--- config.mk ---
export PLATFORM = sky130hd
export DESIGN_NAME = pipe_stage_elastic_flat
export DESIGN_NICKNAME = d
export VERILOG_FILES = /design/src/rtl/pipe_stage_elastic_pkg.sv /design/src/rtl/pipe_stage_elastic_if.sv /design/src/rtl/pipe_stage_elastic_entry_reg.sv /design/src/rtl/pipe_stage_elastic.sv /design/src/flat_wrapper.sv
export SDC_FILE = /design/constraint.sdc
export NUM_CORES = 1
export LEC_CHECK = 0
export BUFFER_PORTS_ARGS = -buffer_cell sky130_fd_sc_hd__buf_4
export CAP_MARGIN = 20
export CORE_ASPECT_RATIO = 0.75
export CORE_MARGIN = 8
export CORE_UTILIZATION = 35
export CTS_CLUSTER_DIAMETER = 40
export DETAILED_ROUTE_END_ITERATION = 10
export SLEW_MARGIN = 20
export SYNTH_ARGS = -nofsm -noshare
export SYNTH_HDL_FRONTEND = slang
export SYNTH_SLANG_ARGS = --single-unit
--- constraint.sdc ---
create_clock -name clk -period 1.4 [get_ports clk]
set_input_delay 0.35 -clock clk [delete_from_list [all_inputs] [get_ports clk]]
set_output_delay 0.35 -clock clk [all_outputs]
set_load 0.02 [all_outputs]
--- src/rtl/pipe_stage_elastic_pkg.sv ---
// Shared pipeline definitions for the elastic inter-stage registers.
//
// Contents:
//   OCC_W        width of the occupancy count (0..2 entries)
//   CTRL_MAX_W   widest control bundle any stage may carry
//   BUBBLE_CTRL  all-zero control word driven whenever a stage holds no entry
//   *_DATA_W / *_CTRL_W   per-boundary widths so IF/ID .. MEM/WB instances agree
//   occ_e        symbolic occupancy values
//   occ_count()  occupancy from the two valid bits
package pipe_stage_elastic_pkg;

    localparam int OCC_W      = 2;
    localparam int CTRL_MAX_W = 64;

    // Sliced down to CTRL_W by each stage; CTRL_W must not exceed CTRL_MAX_W.
    localparam logic [CTRL_MAX_W-1:0] BUBBLE_CTRL = '0;

    // IF/ID: PC+4 and fetched instruction.
    localparam int IFID_DATA_W  = 64;
    localparam int IFID_CTRL_W  = 1;
    // ID/EX: PC+4, two register operands, sign-extended immediate.
    localparam int IDEX_DATA_W  = 128;
    localparam int IDEX_CTRL_W  = 8;
    // EX/MEM: ALU result, store data, destination register.
    localparam int EXMEM_DATA_W = 72;
    localparam int EXMEM_CTRL_W = 5;
    // MEM/WB: load data, ALU result, destination register.
    localparam int MEMWB_DATA_W = 72;
    localparam int MEMWB_CTRL_W = 3;

    typedef enum logic [OCC_W-1:0] {
        OCC_EMPTY = 2'd0,
        OCC_ONE   = 2'd1,
        OCC_TWO   = 2'd2
    } occ_e;

    function automatic logic [OCC_W-1:0] occ_count(input logic main_v, input logic skid_v);
        return {1'b0, main_v} + {1'b0, skid_v};
    endfunction

endpackage

--- src/rtl/pipe_stage_elastic_if.sv ---
// Valid/ready handshake bundle between two pipeline stages.
//
// Signals:
//   valid  producer has an entry this cycle
//   ready  consumer can take it this cycle
//   data   opaque data bundle (DATA_W)
//   ctrl   control bundle (CTRL_W)
//
// Modports:
//   master  producer side (drives valid/data/ctrl, samples ready)
//   slave   consumer side (samples valid/data/ctrl, drives ready)
interface pipe_stage_elastic_if #(
    parameter int DATA_W = 64,
    parameter int CTRL_W = 8
);

    logic              valid;
    logic              ready;
    logic [DATA_W-1:0] data;
    logic [CTRL_W-1:0] ctrl;

    modport master (
        output valid,
        output data,
        output ctrl,
        input  ready
    );

    modport slave (
        input  valid,
        input  data,
        input  ctrl,
        output ready
    );

endinterface

--- src/rtl/pipe_stage_elastic_entry_reg.sv ---
// One pipeline entry: valid bit plus data and control registers.
//
// Ports:
//   clk, rst   clock and synchronous active-high reset (clears everything)
//   clr        drop the entry: valid and ctrl go to 0, data keeps its value
//   ld         capture ld_data/ld_ctrl and mark the entry valid
//   ld_data    data to capture
//   ld_ctrl    control to capture
//   v, d, c    registered valid, data, control
//
// Priority is rst > clr > ld > hold.
module pipe_entry_reg #(
    parameter int DATA_W = 64,
    parameter int CTRL_W = 8
) (
    input  logic              clk,
    input  logic              rst,
    input  logic              clr,
    input  logic              ld,
    input  logic [DATA_W-1:0] ld_data,
    input  logic [CTRL_W-1:0] ld_ctrl,
    output logic              v,
    output logic [DATA_W-1:0] d,
    output logic [CTRL_W-1:0] c
);

    always_ff @(posedge clk) begin
        if (rst) begin
            v <= 1'b0;
            d <= '0;
            c <= '0;
        end else if (clr) begin
            // Control is zeroed so an empty entry never carries live
            // RegWrite/MemWrite/Halt bits, even internally.
            v <= 1'b0;
            c <= '0;
        end else if (ld) begin
            v <= 1'b1;
            d <= ld_data;
            c <= ld_ctrl;
        end
    end

endmodule

--- src/rtl/pipe_stage_elastic.sv ---
// Handshaked pipeline stage register with optional one-entry skid buffer.
//
// Ports:
//   clk, rst    clock and synchronous active-high reset
//   up          upstream handshake (slave): valid/data/ctrl in, ready out
//   dn          downstream handshake (master): valid/data/ctrl out, ready in
//   freeze      hold every register; no accept, no release
//   flush       drop every held entry (data held, ctrl zeroed)
//   occupancy   number of valid entries, 0..2 (never above 1 without skid)
//
// With SKID_EN=1 upstream ready depends only on the skid register (and
// freeze), so there is no combinational path from dn.ready to up.ready.
// With SKID_EN=0 a single register is used and up.ready = !main_v | dn.ready.
//
// Occupancy states (main_v, skid_v):
//   state     | meaning
//   OCC_EMPTY | no entry; dn.valid=0, dn.ctrl forced to zero
//   OCC_ONE   | head in main, skid empty; can accept and release together
//   OCC_TWO   | head in main, next entry in skid; up.ready=0 until skid drains
module pipe_stage_elastic
    import pipe_stage_elastic_pkg::*;
#(
    parameter int DATA_W  = 64,
    parameter int CTRL_W  = 8,
    parameter bit SKID_EN = 1'b1
) (
    input  logic                  clk,
    input  logic                  rst,
    pipe_stage_elastic_if.slave   up,
    pipe_stage_elastic_if.master  dn,
    input  logic                  freeze,
    input  logic                  flush,
    output logic [OCC_W-1:0]      occupancy
);

    logic              main_v;
    logic [DATA_W-1:0] main_d;
    logic [CTRL_W-1:0] main_c;
    logic              skid_v;
    logic [DATA_W-1:0] skid_d;
    logic [CTRL_W-1:0] skid_c;

    logic              in_ready;
    logic              acc;
    logic              rel;

    logic              main_ld;
    logic              main_clr;
    logic              main_from_skid;
    logic              skid_ld;
    logic              skid_clr;
    logic [DATA_W-1:0] main_ld_data;
    logic [CTRL_W-1:0] main_ld_ctrl;

    generate
        if (SKID_EN) begin : g_ready_skid
            assign in_ready = ~skid_v & ~freeze;
        end else begin : g_ready_flat
            assign in_ready = (~main_v | dn.ready) & ~freeze;
        end
    endgenerate

    assign acc = up.valid & in_ready & ~freeze;
    assign rel = main_v & dn.ready & ~freeze;

    // Flush beats freeze; reset is handled inside the entry registers and
    // beats both. With SKID_EN=0, skid_v is constantly 0, so the skid
    // branches below are never taken and one decode serves both variants.
    always_comb begin
        main_ld        = 1'b0;
        main_clr       = 1'b0;
        main_from_skid = 1'b0;
        skid_ld        = 1'b0;
        skid_clr       = 1'b0;
        if (flush) begin
            main_clr = 1'b1;
            skid_clr = 1'b1;
        end else if (!freeze) begin
            if (!main_v) begin
                main_ld = acc;
            end else if (rel) begin
                if (skid_v) begin
                    // Skid moves up; in_ready was 0 so nothing new arrives.
                    main_ld        = 1'b1;
                    main_from_skid = 1'b1;
                    skid_clr       = 1'b1;
                end else if (acc) begin
                    main_ld = 1'b1;
                end else begin
                    main_clr = 1'b1;
                end
            end else if (acc) begin
                // Head is stalled but we already promised ready: park in skid.
                skid_ld = 1'b1;
            end
        end
    end

    assign main_ld_data = main_from_skid ? skid_d : up.data;
    assign main_ld_ctrl = main_from_skid ? skid_c : up.ctrl;

    pipe_entry_reg #(
        .DATA_W (DATA_W),
        .CTRL_W (CTRL_W)
    ) u_main (
        .clk     (clk),
        .rst     (rst),
        .clr     (main_clr),
        .ld      (main_ld),
        .ld_data (main_ld_data),
        .ld_ctrl (main_ld_ctrl),
        .v       (main_v),
        .d       (main_d),
        .c       (main_c)
    );

    generate
        if (SKID_EN) begin : g_skid
            pipe_entry_reg #(
                .DATA_W (DATA_W),
                .CTRL_W (CTRL_W)
            ) u_skid (
                .clk     (clk),
                .rst     (rst),
                .clr     (skid_clr),
                .ld      (skid_ld),
                .ld_data (up.data),
                .ld_ctrl (up.ctrl),
                .v       (skid_v),
                .d       (skid_d),
                .c       (skid_c)
            );
        end else begin : g_no_skid
            logic unused_skid;
            assign skid_v      = 1'b0;
            assign skid_d      = '0;
            assign skid_c      = '0;
            assign unused_skid = skid_ld | skid_clr;
        end
    endgenerate

    assign up.ready  = in_ready;
    assign dn.valid  = main_v;
    assign dn.data   = main_d;
    assign dn.ctrl   = main_v ? main_c : BUBBLE_CTRL[CTRL_W-1:0];
    assign occupancy = occ_count(main_v, skid_v);

endmodule

--- src/flat_wrapper.sv ---
// flat-port wrapper written by rule: the top's interface ports become plain ports
module pipe_stage_elastic_flat import pipe_stage_elastic_pkg::*;
#(
    parameter int DATA_W  = 64,
    parameter int CTRL_W  = 8,
    parameter bit SKID_EN = 1'b1
)
  (clk, rst, freeze, flush, occupancy, up_valid, up_data, up_ctrl, up_ready, dn_valid, dn_data, dn_ctrl, dn_ready);
  pipe_stage_elastic_if #(.DATA_W(DATA_W), .CTRL_W(CTRL_W)) up_i ();
  pipe_stage_elastic_if #(.DATA_W(DATA_W), .CTRL_W(CTRL_W)) dn_i ();
  input  logic clk;
  input  logic rst;
  input  logic freeze;
  input  logic flush;
  output logic [OCC_W-1:0] occupancy;
  input wire logic [$bits(up_i.valid)-1:0] up_valid;
  input wire logic [$bits(up_i.data)-1:0] up_data;
  input wire logic [$bits(up_i.ctrl)-1:0] up_ctrl;
  output wire logic [$bits(up_i.ready)-1:0] up_ready;
  output wire logic [$bits(dn_i.valid)-1:0] dn_valid;
  output wire logic [$bits(dn_i.data)-1:0] dn_data;
  output wire logic [$bits(dn_i.ctrl)-1:0] dn_ctrl;
  input wire logic [$bits(dn_i.ready)-1:0] dn_ready;
  assign up_i.valid = up_valid;
  assign up_i.data = up_data;
  assign up_i.ctrl = up_ctrl;
  assign up_ready = up_i.ready;
  assign dn_valid = dn_i.valid;
  assign dn_data = dn_i.data;
  assign dn_ctrl = dn_i.ctrl;
  assign dn_i.ready = dn_ready;
  pipe_stage_elastic #(.DATA_W(DATA_W), .CTRL_W(CTRL_W), .SKID_EN(SKID_EN)) u_core (.clk(clk), .rst(rst), .up(up_i), .dn(dn_i), .freeze(freeze), .flush(flush), .occupancy(occupancy));
endmodule
After elaboration in Yosys (flattened, before gate mapping)

Index checks and enable logic that the tools add are counted.

Bits in latches: 0
Memory bits (writable): 0
Memories: 0
Word-level logic and storage cells: 45
ROM bits: 0
Input bits: 78
Register bits: 146
Output and inout port bits: 76

$mul: 0
Shifts and indexed selects: 0
Order comparisons: 0
Divide/modulo/power cells: 0
$add $sub $neg: 1
Equal/unequal tests: 0
Mux-type cells: 25
Bitwise gates (word level): 9
Reductions and logical operators: 4

Operators with widths:

| operator         | count |
|---|---|
| $mux 64          | 1 |
| $mux 1           | 22 |
| $mux 8           | 2 |
| $and 1x1->1      | 5 |
| $not 1->1        | 4 |
| $reduce_and 2->1 | 2 |
| $reduce_or 2->1  | 2 |
| $add 1x1->2      | 1 |

Longest topological paths before layout

Word-level depth: 12
Mapped depth: 6
Mapped depth without buffers: 3

Hierarchy

Synthesis repeated with hierarchy kept, for this count alone.

Cells, all modules: 747
Area total of the unflattened synthesis: 7807.5 um^2

By module, submodules not included:

| module             | seq. area each (um^2) | area an instance (um^2) | cells each | instances |
|---|---|---|---|---|
| pipe_entry_reg     | 1461.4                | 3223.1                  | 322        | 2 |
| pipe_stage_elastic | 0.0                   | 1361.3                  | 103        | 1 |

Worst setup path before layout

No wires, ideal clock.

Path type: reg2reg
Start point: reg u_core.u_main.v
End point: reg u_core.u_main.d[10]
Buffers on the path: 3
Arrival time: 1.520 ns
Required time: 1.311 ns
Cell stages (with the launch flop): 7
Library setup time: 0.089 ns
Clock period less this slack: 1.608 ns
Path slack: -0.208 ns
Cell sequence: dfxtp_1 buf_4 and3b_1 buf_4 buf_2 nand4b_1 a311oi_2

Cells in the longest elaborated chain, start to end: 8
Elaborated cells between the ends (all ways): 17
Those cells by class: mux: 13; bitwise: 3; reduce/logical: 1

Ends and longest elaborated chain:

| element                           | line                               | text |
|---|---|---|
| from (decl)                       | pipe_stage_elastic_entry_reg.sv:22 | `output logic v,` |
| from (signal assigned)            | pipe_stage_elastic_entry_reg.sv:29 | `v <= 1'b0;` |
| from (signal assigned)            | pipe_stage_elastic_entry_reg.sv:35 | `v <= 1'b0;` |
| from (signal assigned)            | pipe_stage_elastic_entry_reg.sv:38 | `v <= 1'b1;` |
| $and 1x1->1 (2 in series)         | pipe_stage_elastic.sv:64           | `assign rel = main_v & dn.ready & ~freeze;` |
| $mux 1                            | pipe_stage_elastic.sv:81           | `end else if (rel) begin` |
| $mux 1                            | pipe_stage_elastic.sv:79           | `if (!main_v) begin` |
| $mux 1                            | pipe_stage_elastic.sv:78           | `end else if (!freeze) begin` |
| $mux 1                            | pipe_stage_elastic.sv:75           | `if (flush) begin` |
| $not 1->1 (no source line)        | --                                 |  |
| $reduce_and 2->1 (no source line) | --                                 |  |
| to (signal assigned)              | pipe_stage_elastic_entry_reg.sv:39 | `d <= ld_data;` |
| to (decl)                         | pipe_stage_elastic_entry_reg.sv:23 | `output logic [DATA_W-1:0] d,` |

Several ways; a longest one is shown, not always the timed one.
A chain may end at the register's enable or synchronous reset.

Worst setup path after layout

Start point: reg u_core.g_skid.u_skid.v
End point: out occupancy[0]

Cells in the longest elaborated chain, start to end: 1

Ends and longest elaborated chain:

| element                | line                               | text |
|---|---|---|
| from (decl)            | pipe_stage_elastic_entry_reg.sv:22 |  |
| from (signal assigned) | pipe_stage_elastic_entry_reg.sv:29 |  |
| from (signal assigned) | pipe_stage_elastic_entry_reg.sv:35 |  |
| from (signal assigned) | pipe_stage_elastic_entry_reg.sv:38 |  |
| $add 1x1->2            | pipe_stage_elastic_pkg.sv:38       | `return {1'b0, main_v} + {1'b0, skid_v};` |
| to (decl)              | flat_wrapper.sv:15                 | `output logic [OCC_W-1:0] occupancy;` |

Every way passes these cells.

==> results.json <==
{
  "status": "finished with violations",
  "violations": "negative setup slack",
  "syn2layout_area_growth_pct": 60.40,
  "drt_first_pass_iters": 5,
  "die_h_um": 142.5,
  "fmax_mhz": 585.3,
  "fin_setup_tns_ns": -28.01,
  "min_path_type": "input port to flop",
  "grt_max_degree": 55,
  "rsz0062_at_grt": "yes",
  "antenna_cells": 0,
  "drtAntennaViolNets": 0,
  "min_period_ns": 1.708,
  "fin_util": 0.5686,
  "ys.flop_type": "dfxtp_1",
  "critPathMaxStageDelay_ns": 0.35,
  "cpLargestDelayFamily": "flip-flops",
  "clk_latency_ns": 0.43,
  "worstPathCellList": "buf_12 -> buf_8 -> ha_4 -> buf_6",
  "tightest_slew_ns": 0.4718,
  "core_um2": 21070,
  "place_congestion": 0.7605,
  "pre_cts_ws_ns": -0.2585,
  "overflow": 0,
  "ir_worst_vdd_uv": 804.0,
  "grt_first_pass_wirelength_mm": 46.29,
  "ioPinCount": 154,
  "hpwl_mm": 16.97,
  "grt_pass1_vias": 7706,
  "track_usage": 0.2242,
  "synth_nets": 884,
  "fill_cells": 1785,
  "multi_input_area_um2": 4812,
  "drive_gt1_frac": 0.5369,
  "clk_pin_slew_worst_paths_ns": 0.06,
  "drtIter0Drc": 663,
  "route.vias.total": 7914,
  "wl_mm": 30.96,
  "drc": 0,
  "fin_ws_ns": -0.3085,
  "cts_buffer_depth": 2,
  "synth_cells": 805,
  "synth-seq-cells": 146,
  "ys_seq_area_frac": 0.3914,
  "regArea_um2": 2930,
  "wl_per_cell_um": 24.24,
  "die_w_um": 184.7,
  "die_area_um2": 26310,
  "synth_edf_count": 0,
  "maxCapViolCount": 0,
  "rows": 46,
  "initial_core_util": 0.3545,
  "async_reset_ff_frac": 0,
  "port_buffers": 153,
  "cts_sinks": 146,
  "critPathSlowestCell": "dfxtp_4",
  "drv_slew": 0,
  "pwr_density_cell_nw_per_um2": 900.0,
  "h-tree-depth": 4,
  "finalSetupViolations": 158,
  "viasPerCell": 6.197,
  "power_leakage_nw": 3.861,
  "path_buf_inv": 3,
  "avgSynthCellArea_um2": 9.276,
  "cts_made_buffers": 17,
  "slew_headroom": 0.6855,
  "cts_tree": "built",
  "criticalPathCategory": "flop to output pin",
  "crit_fanout": 2,
  "start_kind": "flop",
  "worstPathArrival_ns": 1.36,
  "cts_root_buf": "clkbuf_16",
  "cp.required_ns": 1.05,
  "ys_warn_count": 0,
  "synth.distinct_cells": 28,
  "worst_clock_skew_ns": 0.01303,
  "period_share": 1.220,
  "syn-cell-area_um2": 7467,
  "nNetsFinal": 1056,
  "cts_hold_buf": 0,
  "hold_viol": 0,
  "antenna_found_initial": 0,
  "critPathCaptureType": "output pin"
}
==> sequential cells by signal, indices dropped and copies added (netlist names) <==
register,count
u_core.g_skid.u_skid.c,8
u_core.g_skid.u_skid.d,64
u_core.g_skid.u_skid.v,1
u_core.u_main.c,8
u_core.u_main.d,64
u_core.u_main.v,1
==> synthesized netlist by cell type (all sizes together), types with 2 or more instances <==
cell      n  area share
a21oi    73       0.049
a311oi   72        0.14
a41oi    72       0.084
and2      8      0.0067
buf      43       0.036
clkbuf   84       0.042
dfxtp   146        0.39
nand2b    3      0.0025
nand3    72       0.048
nand4b   72       0.084
nor2      3      0.0015
nor3b     2      0.0020
o21ai   144       0.097
or3b      2      0.0023
==> cell families (layout without fill, tap and decap cells) <==
kind of cell | after synthesis | in the layout | share of synthesized area
AO/OA/AOI/OAI | 364 | 365 | 0.3760
AND/OR/NAND/NOR | 166 | 168 | 0.1520
flip-flops | 146 | 146 | 0.3914
buffers and inverters | 128 | 309 | 0.07892
adder cells (fa/ha/maj) | 1 | 1 | 0.001675
==> final cells by class <==
class / count / share of cell area
Clock buffer: 19 / 0.03781
Clock inverter: 12 / 0.01306
Inverter: 1 / 0.0003134
Multi-Input combinational cell: 534 / 0.4018
Sequential cell: 146 / 0.2446
Tap cell: 288 / 0.03008
Timing Repair Buffer: 277 / 0.2723
==> power by group <==
group / switching [W] / total (W) / internal (W)
combinational: 0.000927 / 0.00168 / 0.000756
sequential: 0.0000710 / 0.00433 / 0.00426
clock: 0.00188 / 0.00477 / 0.00289
total: 0.00288 / 0.0108 / 0.00790
==> metal layers <==
layer	track usage	part of all wire	routed length, um
met1	0.2928	0.43	13380
met2	0.3626	0.48	14980
met3	0.05000	0.066	2046
met4	0.07185	0.018	551
met5	0	0	0
==> worst paths after layout <==
kind                                                   end  slack, ns  depth (start not counted)                      start
worst min-delay path            u_core.g_skid.u_skid.d[62]       0.15                          2                        rst
worst max register to register         u_core.u_main.d[35]      -0.24                          7     u_core.g_skid.u_skid.v
worst min register to register   u_core.g_skid.u_skid.d[6]       0.46                          2  u_core.g_skid.u_skid.d[6]
worst max-delay path                          occupancy[0]      -0.31                          4     u_core.g_skid.u_skid.v
==> cell usage in the layout (no fill, tap or decap), drive strengths merged, types with 2 or more instances in the layout <==
cell,count
nand4b,72
inv,2
buf,275
or3b,3
o21ai,144
bufinv,3
a311oi,72
clkbuf,20
and2,8
nand2b,3
nor3b,2
nand3,72
dfxtp,146
a21oi,73
and4,2
clkinv,4
a41oi,72
clkinvlp,4
a211o,2
nor2,3
==> timing repair <==
action | 4_1_cts | 5_1_grt
cloned | 29 | 1
pin swaps | 31 | 48
endpoints found under the setup margin | 158 | 158
gates resized for setup | 179 | 133
setup buffers | 30 | 9
==> stage by stage <==
| step | total power [W] | cell area, um^2 | hold WS, ns | std cells |
|---|---|---|---|---|
| after detailed placement | 0.005841 | 9291 | 0.4663 | 1184 |
| after global placement | 0.005832 | 9291 | 0.4590 | 1184 |
| after floorplan | 0.005172 | 7515 | 0.4539 | 805 |
| after global routing | 0.01110 | 11980 | 0.1421 | 1277 |
| final | 0.01078 | 11980 | 0.1505 | 1277 |
| after CTS | 0.01075 | 11420 | 0.1463 | 1274 |
Power figures use the tool's default switching activity.
